**src/rtl/safe_pkg.sv**
```systemverilog
// Shared definitions for the safe and its automated cracker.
// Holds the default switch width, the derived hint width, the cracker state
// encoding and the seven-segment patterns shown for the OPEN/LOCKED status.
package safe_pkg;

    localparam int unsigned N_SW   = 10;
    localparam int unsigned HINT_W = $clog2(N_SW + 1);

    // Cracker state encoding, kept as plain constants for legacy tools
    typedef logic [2:0] crack_state_t;
    localparam crack_state_t ST_IDLE   = 3'd0;
    localparam crack_state_t ST_BASE   = 3'd1;
    localparam crack_state_t ST_PROBE  = 3'd2;
    localparam crack_state_t ST_SUBMIT = 3'd3;
    localparam crack_state_t ST_RESULT = 3'd4;
    localparam crack_state_t ST_DONE   = 3'd5;

    // Active-low seven-segment glyphs {g,f,e,d,c,b,a}
    localparam logic [6:0] HEX_OPEN   = 7'b1000000; // "O"
    localparam logic [6:0] HEX_LOCKED = 7'b1000111; // "L"

endpackage

```
**src/rtl/settle_timer.sv**
```systemverilog
// Loadable down-counter used for both the hint-settle and the result windows.
// Ports:
//   clk, rst  - clock and asynchronous active-high reset
//   load      - (re)start the count with load_val
//   load_val  - expired fires load_val+1 cycles after the loading edge
//   expired   - one-cycle pulse when the count has run out
module settle_timer #(
    parameter int unsigned W = 5
) (
    input  logic         clk,
    input  logic         rst,
    input  logic         load,
    input  logic [W-1:0] load_val,
    output logic         expired
);

    logic [W-1:0] cnt_q;
    logic         active_q;

    always_ff @(posedge clk or posedge rst) begin
        if (rst) begin
            cnt_q    <= '0;
            active_q <= 1'b0;
        end else if (load) begin
            cnt_q    <= load_val;
            active_q <= 1'b1;
        end else if (active_q) begin
            if (cnt_q == '0) begin
                active_q <= 1'b0;
            end else begin
                cnt_q <= cnt_q - 1'b1;
            end
        end
    end

    assign expired = active_q && (cnt_q == '0);

endmodule

```
**src/rtl/safe_cracker.sv**
```systemverilog
// Automated initiator for the combination safe. Takes a baseline mismatch
// count with all switches off, then flips one switch at a time: a drop in the
// hint means that password bit is 1. Submits the recovered code and reports.
// Ports:
//   CLK50, reset   - clock, async active-high reset (release synchronised)
//   start          - launch request, sampled only while idle
//   locked, hint   - safe lock status and mismatch count
//   sw_out, enter  - registered switch drive and one-cycle enter strobe
//   busy, done     - run in progress / result valid
//   found, pw_out  - safe unlocked flag and recovered password, valid with done
module safe_cracker
    import safe_pkg::*;
#(
    parameter int unsigned N_SW          = safe_pkg::N_SW,
    parameter int unsigned SETTLE_CYCLES = 4,
    parameter int unsigned RESULT_CYCLES = 16,
    localparam int unsigned HW           = $clog2(N_SW + 1)
) (
    input  logic            CLK50,
    input  logic            reset,
    input  logic            start,
    input  logic            locked,
    input  logic [HW-1:0]   hint,
    output logic [N_SW-1:0] sw_out,
    output logic            enter,
    output logic            busy,
    output logic            done,
    output logic            found,
    output logic [N_SW-1:0] pw_out
);

    localparam int unsigned IW   = (N_SW > 1) ? $clog2(N_SW) : 1;
    localparam int unsigned TMAX = (SETTLE_CYCLES > RESULT_CYCLES) ? SETTLE_CYCLES : RESULT_CYCLES;
    localparam int unsigned TW   = $clog2(TMAX + 1);

    // Async assert, release aligned to CLK50
    logic [1:0] rst_sync_q;
    logic       rst_int;

    always_ff @(posedge CLK50 or posedge reset) begin
        if (reset) rst_sync_q <= 2'b11;
        else       rst_sync_q <= {rst_sync_q[0], 1'b0};
    end
    assign rst_int = rst_sync_q[1];

    crack_state_t    state_q, state_d;
    logic [IW-1:0]   idx_q, idx_d;
    logic [N_SW-1:0] guess_q, guess_d;
    logic [HW-1:0]   h0_q, h0_d;
    logic [N_SW-1:0] sw_q, sw_d;
    logic            enter_q, enter_d;
    logic            found_q, found_d;
    logic [N_SW-1:0] pw_q, pw_d;
    logic            err_q, err_d;

    logic            t_load, t_exp;
    logic [TW-1:0]   t_val;

    // One extra bit so h0-1 at h0=0 cannot alias a legal hint
    logic [HW:0]     hint_ext, h0_ext;
    assign hint_ext = {1'b0, hint};
    assign h0_ext   = {1'b0, h0_q};

    settle_timer #(.W(TW)) u_timer (
        .clk      (CLK50),
        .rst      (rst_int),
        .load     (t_load),
        .load_val (t_val),
        .expired  (t_exp)
    );

    always_comb begin
        state_d = state_q;
        idx_d   = idx_q;
        guess_d = guess_q;
        h0_d    = h0_q;
        sw_d    = sw_q;
        enter_d = 1'b0;
        found_d = found_q;
        pw_d    = pw_q;
        err_d   = err_q;
        t_load  = 1'b0;
        t_val   = TW'(SETTLE_CYCLES - 1);

        unique case (state_q)
            ST_IDLE: begin
                if (start) begin
                    state_d = ST_BASE;
                    sw_d    = '0;
                    guess_d = '0;
                    idx_d   = '0;
                    err_d   = 1'b0;
                    found_d = 1'b0;
                    pw_d    = '0;
                    t_load  = 1'b1;
                end
            end
            ST_BASE, ST_PROBE, ST_SUBMIT: begin
                if (t_exp) begin
                    if (!locked) begin
                        // Hint is meaningless once unlocked: abandon the run
                        state_d = ST_DONE;
                        found_d = 1'b0;
                        pw_d    = '0;
                        guess_d = '0;
                        sw_d    = '0;
                    end else if (state_q == ST_BASE) begin
                        h0_d    = hint;
                        idx_d   = '0;
                        sw_d    = N_SW'(1);
                        t_load  = 1'b1;
                        state_d = ST_PROBE;
                    end else if (state_q == ST_PROBE) begin
                        guess_d[idx_q] = h0_q > hint;
                        if ((h0_ext + 1'b1 != hint_ext) && (h0_ext - 1'b1 != hint_ext)) begin
                            err_d = 1'b1;
                        end
                        t_load = 1'b1;
                        if (idx_q == IW'(N_SW - 1)) begin
                            sw_d    = guess_d;
                            state_d = ST_SUBMIT;
                        end else begin
                            idx_d = idx_q + 1'b1;
                            sw_d  = N_SW'(1) << idx_d;
                        end
                    end else begin
                        enter_d = 1'b1;
                        t_load  = 1'b1;
                        t_val   = TW'(RESULT_CYCLES);
                        state_d = ST_RESULT;
                    end
                end
            end
            ST_RESULT: begin
                if (!locked) begin
                    found_d = !err_q;
                    pw_d    = guess_q;
                    state_d = ST_DONE;
                end else if (t_exp) begin
                    found_d = 1'b0;
                    pw_d    = guess_q;
                    state_d = ST_DONE;
                end
            end
            ST_DONE: begin
                if (!start) state_d = ST_IDLE;
            end
            default: state_d = ST_IDLE;
        endcase
    end

    always_ff @(posedge CLK50 or posedge rst_int) begin
        if (rst_int) begin
            state_q <= ST_IDLE;
            idx_q   <= '0;
            guess_q <= '0;
            h0_q    <= '0;
            sw_q    <= '0;
            enter_q <= 1'b0;
            found_q <= 1'b0;
            pw_q    <= '0;
            err_q   <= 1'b0;
        end else begin
            state_q <= state_d;
            idx_q   <= idx_d;
            guess_q <= guess_d;
            h0_q    <= h0_d;
            sw_q    <= sw_d;
            enter_q <= enter_d;
            found_q <= found_d;
            pw_q    <= pw_d;
            err_q   <= err_d;
        end
    end

    assign sw_out = sw_q;
    assign enter  = enter_q;
    assign found  = found_q;
    assign pw_out = pw_q;
    assign busy   = (state_q != ST_IDLE) && (state_q != ST_DONE);
    assign done   = (state_q == ST_DONE);

endmodule
```
**config.mk**
```make
export PLATFORM = sky130hd
export DESIGN_NAME = safe_cracker
export DESIGN_NICKNAME = d
export VERILOG_FILES = /design/src/rtl/safe_pkg.sv /design/src/rtl/settle_timer.sv /design/src/rtl/safe_cracker.sv
export SDC_FILE = /design/constraint.sdc
export NUM_CORES = 1
export LEC_CHECK = 0
export CORE_MARGIN = 4
export CORE_UTILIZATION = 30
export DETAILED_ROUTE_END_ITERATION = 16
export GPL_TIMING_DRIVEN = 0
export PLACE_DENSITY = 0.47
export SYNTH_ARGS = -nofsm -noshare
export SYNTH_HDL_FRONTEND = slang
export SYNTH_SLANG_ARGS = --single-unit
```
**constraint.sdc**
```tcl
create_clock -name CLK50 -period 1.8 [get_ports CLK50]
set_input_delay 0.27 -clock CLK50 [delete_from_list [all_inputs] [get_ports CLK50]]
set_output_delay 0.27 -clock CLK50 [all_outputs]
set_load 0.02 [all_outputs]
```
==> impl_results.md, run 1 <==
* WL final at 8550 um
* Power, Total at 4.89 mW
* Placed cells at 501
* Worst r2r path cells at 9
* Reg2Reg Setup Slack at -150 ps
* Largest fanout on the critical path at 5
* Final HPWL DP at 5980 um
* Total CTS buffers at 5
* Outcome: finished with violations
* PnR worst setup slack at -153 ps
* Largest net degree at the start of global routing at 37
* Storage element area at around 1300 um2
* WP data required at 2010 ps
* WL/cell at roughly 16 um
* # diodes at 0
* Most used DFF post-synth: dfrtp_1
* Post-Route M1 WL at ~4000 um
* Synth Net Count at between 300 and 400
* Footprint of the multi-input gates at 1810 um2
* Crit share post-route at 1.09
* Gr ovfl total at 0
* Share of post-route cells with drive strength above 1 at 0.261
* Hold Crit Class: reg2async
* Nets@finish at 415
* Async S/R FF share, synth at 1.00
* Fin Clk Skew at just under 9 ps
* Failing checks: setup timing
* CTS tree: yes
* Worst-skew pair later-pin latency at 310 ps
* H-tree depth at 2
* Slowest cell on crit path: dfrtp_1
* Power Density at 1200 nW/um2
* Worst reg2reg endpoint: guess_q[4]$_DFFE_PP0P_
* Global-route wire length before repair at 14100 um
* Setup crit end kind: register
* Setup CP Type: reg2reg
* Uppermost layer routed: met4
* Ranking of synthesized cells by area: dfrtp_1 (41%), ha_1 (5.3%), nand2_1 (4.4%)
* Die ar. at 12000 um2
* Final hold vios at 0
* I/O Pins at 32
* Total GRT Usage at 0.148
* EDFF count, synth at 0
* CP Launch Type: register
* DRT antenna net count at 0
* Initial antenna violation count at 0
* # clock sinks at 52
* DRC at 0
* Row cnt at 36
* Max cap viols at 0
* CP dominant cell by count: buf_6
* Yosys reg bits at 52
* Top delay family on crit path: compound AO/OA/AOI/OAI gates
* Slew of the pin with the lowest slew margin at 544 ps
* Reg-to-Reg Start: u_timer.cnt_q[1]$_DFFE_PP0P_
* Final cell count without fillers at 528
* RSZ-0062 raised after global routing: yes
* CTS root buf: clkbuf_8
* Top cell type's share of synthesized area at 0.405
* Worst IR Drop VDD at 0.533 mV
* Dpl ws at -659 ps
* Core ar. at 9910 um2
* Count of cell types in the netlist at 58
* Crit path cell chain: inv_2, ha_4, nor3b_4, buf_6, nand4b_1, a31o_1, buf_6, a21o_1, a32o_1
* Mapped cell area at 3090 um2
* Vias/cell at 5.21
* Synth Warn # at 0
* Drt first pass iters at 4
* Avg Inst Size Synth at 9.16 um2
* CP peak stage delay at 400 ps
* Routability Congestion at a little over 0.8
* Post-cts hold buffer count at 0
* Detailed-route via count at ~2800
* Vias in the first global route at about 2700
* I/O Buffers at 30
* Worst Path Buf+Inv at 3
* Leading area contributor after synthesis: dfrtp_1
* Count of pins over their slew limit at 0
* Initial core utilization at 0.311
* Fillers at 1004
* Routed wl met3 at between 300 and 400 um
* Die width at 109 um
* DRT iter0 DRCs at roughly 170
* Met2 wire len at 4130 um
* Slew margin rel. at 0.638
* Gate Count Post-Synth at ~340
* Crit path time final at just under 2000 ps
* Sequential area share after synthesis at 0.422
* Leakage Power at approximately 1.8 nW
* Max Buffers Root-to-Sink at 2
* Die Y at roughly 110 um
* Endpoints failing setup at 35
* Clk slew on worst S/H paths at 100 ps
* Area Overhead vs Synth at 32.5%
* F_max at just over 500 MHz
* Arrival time at the worst endpoint at between 2000 and 2500 ps
## state kept, by name (all words and copies together), names as in the netlist, 2 cells and up
register       count
state_q            3
idx_q              4
pw_out            10
rst_sync_q         2
sw_out            10
guess_q           10
h0_q               4
u_timer.cnt_q      5
## report_power, final
group	total [mW]	switching (mW)	internal (mW)
combinational	2.55	1.44	1.11
sequential	1.47	0.134	1.33
clock	0.869	0.413	0.456
total	4.89	1.98	2.90
## synthesized netlist by cell type (4+ instances only)
cell type   n
nand3_1     9
nor3_1      7
nor2b_1    12
inv_1      15
clkbuf_1    6
and2_1      8
ha_1       13
a32o_1      4
buf_2      13
a22o_1     13
nand2_1    36
o21ai_1    14
dfrtp_1    50
o21ai_0    15
nand4_1     6
a22oi_1     7
a21o_1      5
nor2_1     12
a21oi_1    23
and3_1      4
## through the flow
step	util	setup TNS, ps	hold WS, ps	cell area, um2
floorplan	-	0	182	3090
global placement	0.359	-36920	346	3560
detailed placement	0.361	-11920	243	3580
CTS	0.400	-968	249	3960
global route	0.413	-5860	268	4090
finish	0.413	-2820	227	4090
## cell families after synthesis
kind of cell | after synthesis | share of synthesized area
AND/OR/NAND/NOR | 111 | 0.190
buffers and inverters | 38 | 0.0551
other | 1 | 0.00121
XOR/XNOR | 6 | 0.0170
adder cells (fa/ha/maj) | 13 | 0.0527
flip-flops | 52 | 0.422
multiplexers | 6 | 0.0207
AO/OA/AOI/OAI | 110 | 0.241
## area by class of cell
type,count,area share
Tap cell,133,0.0407
Inverter,16,0.0153
Sequential cell,52,0.319
Clock buffer,6,0.0202
Multi-Input combinational cell,247,0.442
Timing Repair Buffer,51,0.115
Buffer,21,0.0379
Clock inverter,2,0.00949
## repair_timing
| item | in CTS | in global routing |
|---|---|---|
| setup buffers | 12 | 5 |
| setup endpoints to repair | 45 | 46 |
| gates cloned | 3 | 1 |
| gates resized for setup | 64 | 30 |
| pin swaps | 24 | 10 |
## cell usage in the layout (no fill, tap or decap), types with 10 or more instances in the layout
| cell type | n |
|---|---|
| inv_1 | 10 |
| o21ai_0 | 10 |
| a21oi_1 | 14 |
| clkdlybuf4s50_1 | 25 |
| o21ai_1 | 15 |
| nor2b_1 | 12 |
| nand2_1 | 32 |
| dfrtp_1 | 49 |
| buf_4 | 20 |
| a22o_1 | 13 |
| ha_1 | 11 |
## how the worst max path moves through the flow
stage	start	end	slack [ps]	cells past startpoint
floorplan	u_timer.cnt_q[1]$_DFFE_PP0P_	sw_out[2]$_DFFE_PP0P_	10	8
global placement	hint[2]	guess_q[5]$_DFFE_PP0P_	-720	7
detailed placement	hint[2]	guess_q[4]$_DFFE_PP0P_	-660	7
CTS	u_timer.cnt_q[1]$_DFFE_PP0P_	guess_q[4]$_DFFE_PP0P_	-110	9
global route	u_timer.cnt_q[1]$_DFFE_PP0P_	sw_out[2]$_DFFE_PP0P_	-210	8
finish	u_timer.cnt_q[1]$_DFFE_PP0P_	guess_q[4]$_DFFE_PP0P_	-150	9
## per-layer routing
metal | vias up | GRT usage
li1 | 1345 | -
met1 | 1339 | 0.201
met2 | 58 | 0.249
met3 | 8 | 0.0229
met4 | 0 | 0.0329
met5 | - | 0
(Power assumes the default switching activity.)
==> inputs of run 2 (changes only) <==
--- a/config.mk
+++ b/config.mk
@@ -5,6 +5,7 @@
 export SDC_FILE = /design/constraint.sdc
 export NUM_CORES = 1
 export LEC_CHECK = 0
+export CAP_MARGIN = 10
 export CORE_MARGIN = 4
 export CORE_UTILIZATION = 30
 export DETAILED_ROUTE_END_ITERATION = 16
==> results of run 2 <==
The final DEF is identical to that of run 1; final timing and power are the same.
==> RTL edit: new RTL, config.mk and constraints of run 2 <==
`h0_q`, `sw_q` and `pw_q` no longer have a reset.
--- a/src/rtl/safe_cracker.sv
+++ b/src/rtl/safe_cracker.sv
@@ -154,23 +154,23 @@
             state_q <= ST_IDLE;
             idx_q   <= '0;
             guess_q <= '0;
-            h0_q    <= '0;
-            sw_q    <= '0;
             enter_q <= 1'b0;
             found_q <= 1'b0;
-            pw_q    <= '0;
             err_q   <= 1'b0;
         end else begin
             state_q <= state_d;
             idx_q   <= idx_d;
             guess_q <= guess_d;
-            h0_q    <= h0_d;
-            sw_q    <= sw_d;
             enter_q <= enter_d;
             found_q <= found_d;
-            pw_q    <= pw_d;
             err_q   <= err_d;
         end
+    end
+
+    always_ff @(posedge CLK50) begin
+        h0_q <= h0_d;
+        sw_q <= sw_d;
+        pw_q <= pw_d;
     end
 
     assign sw_out = sw_q;
Check against the original RTL: differs if reset is asserted again (counterexample within 10 cycles, from zero or initial values and one cycle with reset high); with reset held inactive, the same outputs for 10 cycles.
==> RTL edit against run 2 <==
  * Global-route usage down 1.3 points
  * Power is 14% higher
  * Final area up 5.8%
  * Non-clock buffer count is 15 higher
  * Sequential power grew 25%
  * Worst hold slack better by 19 ps
  * Largest power group unchanged
  * Routed wire length down 8.9%
  * Critical path type unchanged
  * Sequential cell count stayed put
  * Critical endpoint is now idx_q[3]$_DFFE_PP0P_
  * Clock skew up 2.1 ps
  * Area after synthesis shrank 3.2%
  * Worst setup slack worse by 71 ps
  * The flow still finishes with violations (negative setup slack)
==> RTL edit: results (changes against run 2) <==
metric,value,unit,change
violations,negative setup slack,,unchanged
placed_area,3531,um2,was 3580 um2
antenna_cells,0,,unchanged
critical_path.max_stage_delay,500,ps,was 400 ps
grt_max_degree,27,,was 37
cp_max_fo,4,,was 5
place_inst,466,,was 501
synth_area_leaders,"edfxtp_1, dfrtp_1, ha_1",,"was dfrtp_1, ha_1, nand2_1"
grt.met2_usage,22.82,%,was 24.93%
routedWlPerCell,15.18,um,was 16.19 um
run_status,"finished, violations left",,unchanged
setup_violations,41,,was 35
netlist_instances,302,,was 337
cp_top_family,simple AND/OR/NAND/NOR gates,,was compound AO/OA/AOI/OAI gates
synth_top_family_by_area,compound AO/OA/AOI/OAI gates,,unchanged
place_ws,-658.1,ps,was -659.4 ps
synth_compound_area_share,19.35,%,was 24.12%
syn_nets,324,,was 358
synth_ff_type,dfrtp_1,,unchanged
ys.warnings.count,0,,unchanged
cp_data_arrival_time,2280,ps,was 2160 ps
synth_cell_type_count,54,,was 58
dp.final_hpwl,5.259,mm,was 5.975 mm
numCtsBuffers,5,,unchanged
worstHoldPathType,reg2async,,unchanged
synthXorXnorAreaFrac,3.224,%,was 1.702%
leakage,1.743,nW,was 1.791 nW
async_flop_share,53.85,%,was 100.0%
viasPerCell,4.920,,was 5.208
globalplace.congestion,0.8507,,was 0.8219
seq_area_frac_synth,47.65,%,was 42.24%
skew,10.82,ps,was 8.757 ps
nNetsFinal,401,,was 415
gr-usage-met1,18.16,%,was 20.09%
synth_edf_count,24,,was 0
grt_pass1_wl,12.59,mm,was 14.12 mm
synth_fa_ha_area_share,5.863,%,was 5.270%
whs,245.3,ps,was 226.5 ps
synth_commonest_cells,"dfrtp_1, edfxtp_1, nand2_1, o21ai_0, a21oi_1",,"was dfrtp_1, nand2_1, a21oi_1"
ir_drop,0.4400,mV,was 0.5326 mV
layout-drive-gt1-share,32.89,%,was 26.08%
synth_mux_area_share,0,%,was 2.067%
drc,0,,unchanged
insertion_delay,310,ps,about the same
cts_resized,65,,was 64
port_buffers,31,,was 30
clkTransAtPathRegs,110,ps,
grt_usage,13.56,%,was 14.82%
setup_ws,-224.8,ps,was -153.4 ps
firstDrtPassIters,4,,unchanged
cts_setup_buffers,24,,was 12
use_met3,2.100,%,was 2.290%
fin_setup_tns,-4204,ps,was -2823 ps
worst_path_max_delay_cell,or4_1,,was dfrtp_1
vias,2524,,"was 2,750"
r2r_cells,8,,was 9
h-tree-depth,2,,unchanged
drtIter0Drc,101,,was 166
[RTL edit: cell count changes after synthesis, moves of 11 or more]
cell | before | now
o21ai_1 | 14 | 0
buf_2 | 13 | 2
edfxtp_1 | 0 | 24
dfrtp_1 | 50 | 26
a22o_1 | 13 | 1
nand2_1 | 36 | 23
[RTL edit: logic make-up after synthesis]
group	Yosys count
flops	52
simple gates	101
other cells	1
fa+ha+maj	14
buf+inv	35
compound gates	88
xor+xnor	11
[RTL edit: path summary, 6_finish.rpt]
check,from,endpoint
setup / recovery,u_timer.cnt_q[0]$_DFFE_PP0P_,idx_q[3]$_DFFE_PP0P_
hold / removal,rst_sync_q[1]$_DFF_PP1_,idx_q[2]$_DFFE_PP0P_
setup reg to reg,u_timer.cnt_q[0]$_DFFE_PP0P_,idx_q[3]$_DFFE_PP0P_
hold reg to reg,rst_sync_q[1]$_DFF_PP1_,idx_q[2]$_DFFE_PP0P_
max in group asynchronous,rst_sync_q[1]$_DFF_PP1_,state_q[0]$_DFFE_PP0P_
min in group CLK50,hint[3],h0_q[3]$_DFFE_PP_
[RTL edit: report_power, final]
group	switching (mW)	internal [mW]
clock	0.436	0.285
combinational	1.55	1.44
sequential	0.231	1.60
total	2.22	3.33
[RTL edit: routing by layer]
metal  vias up  part of all wire, %
met5         -                    0
met4         0                  1.1
met3         7                  3.9
met2        56                   49
met1      1204                   46
li1       1257                    -
[RTL edit: layout make-up]
type | count | area [um2]
flip-flops and latches | 52 | 1430
inverters | 18 | 67.56
fillers | 954 | 5401
clock inverters | 3 | 25.02
multi-input cells | 215 | 1758
repair buffers | 73 | 700.7
plain buffers | 14 | 111.4
well taps | 133 | 166.4
clock buffers | 5 | 68.82
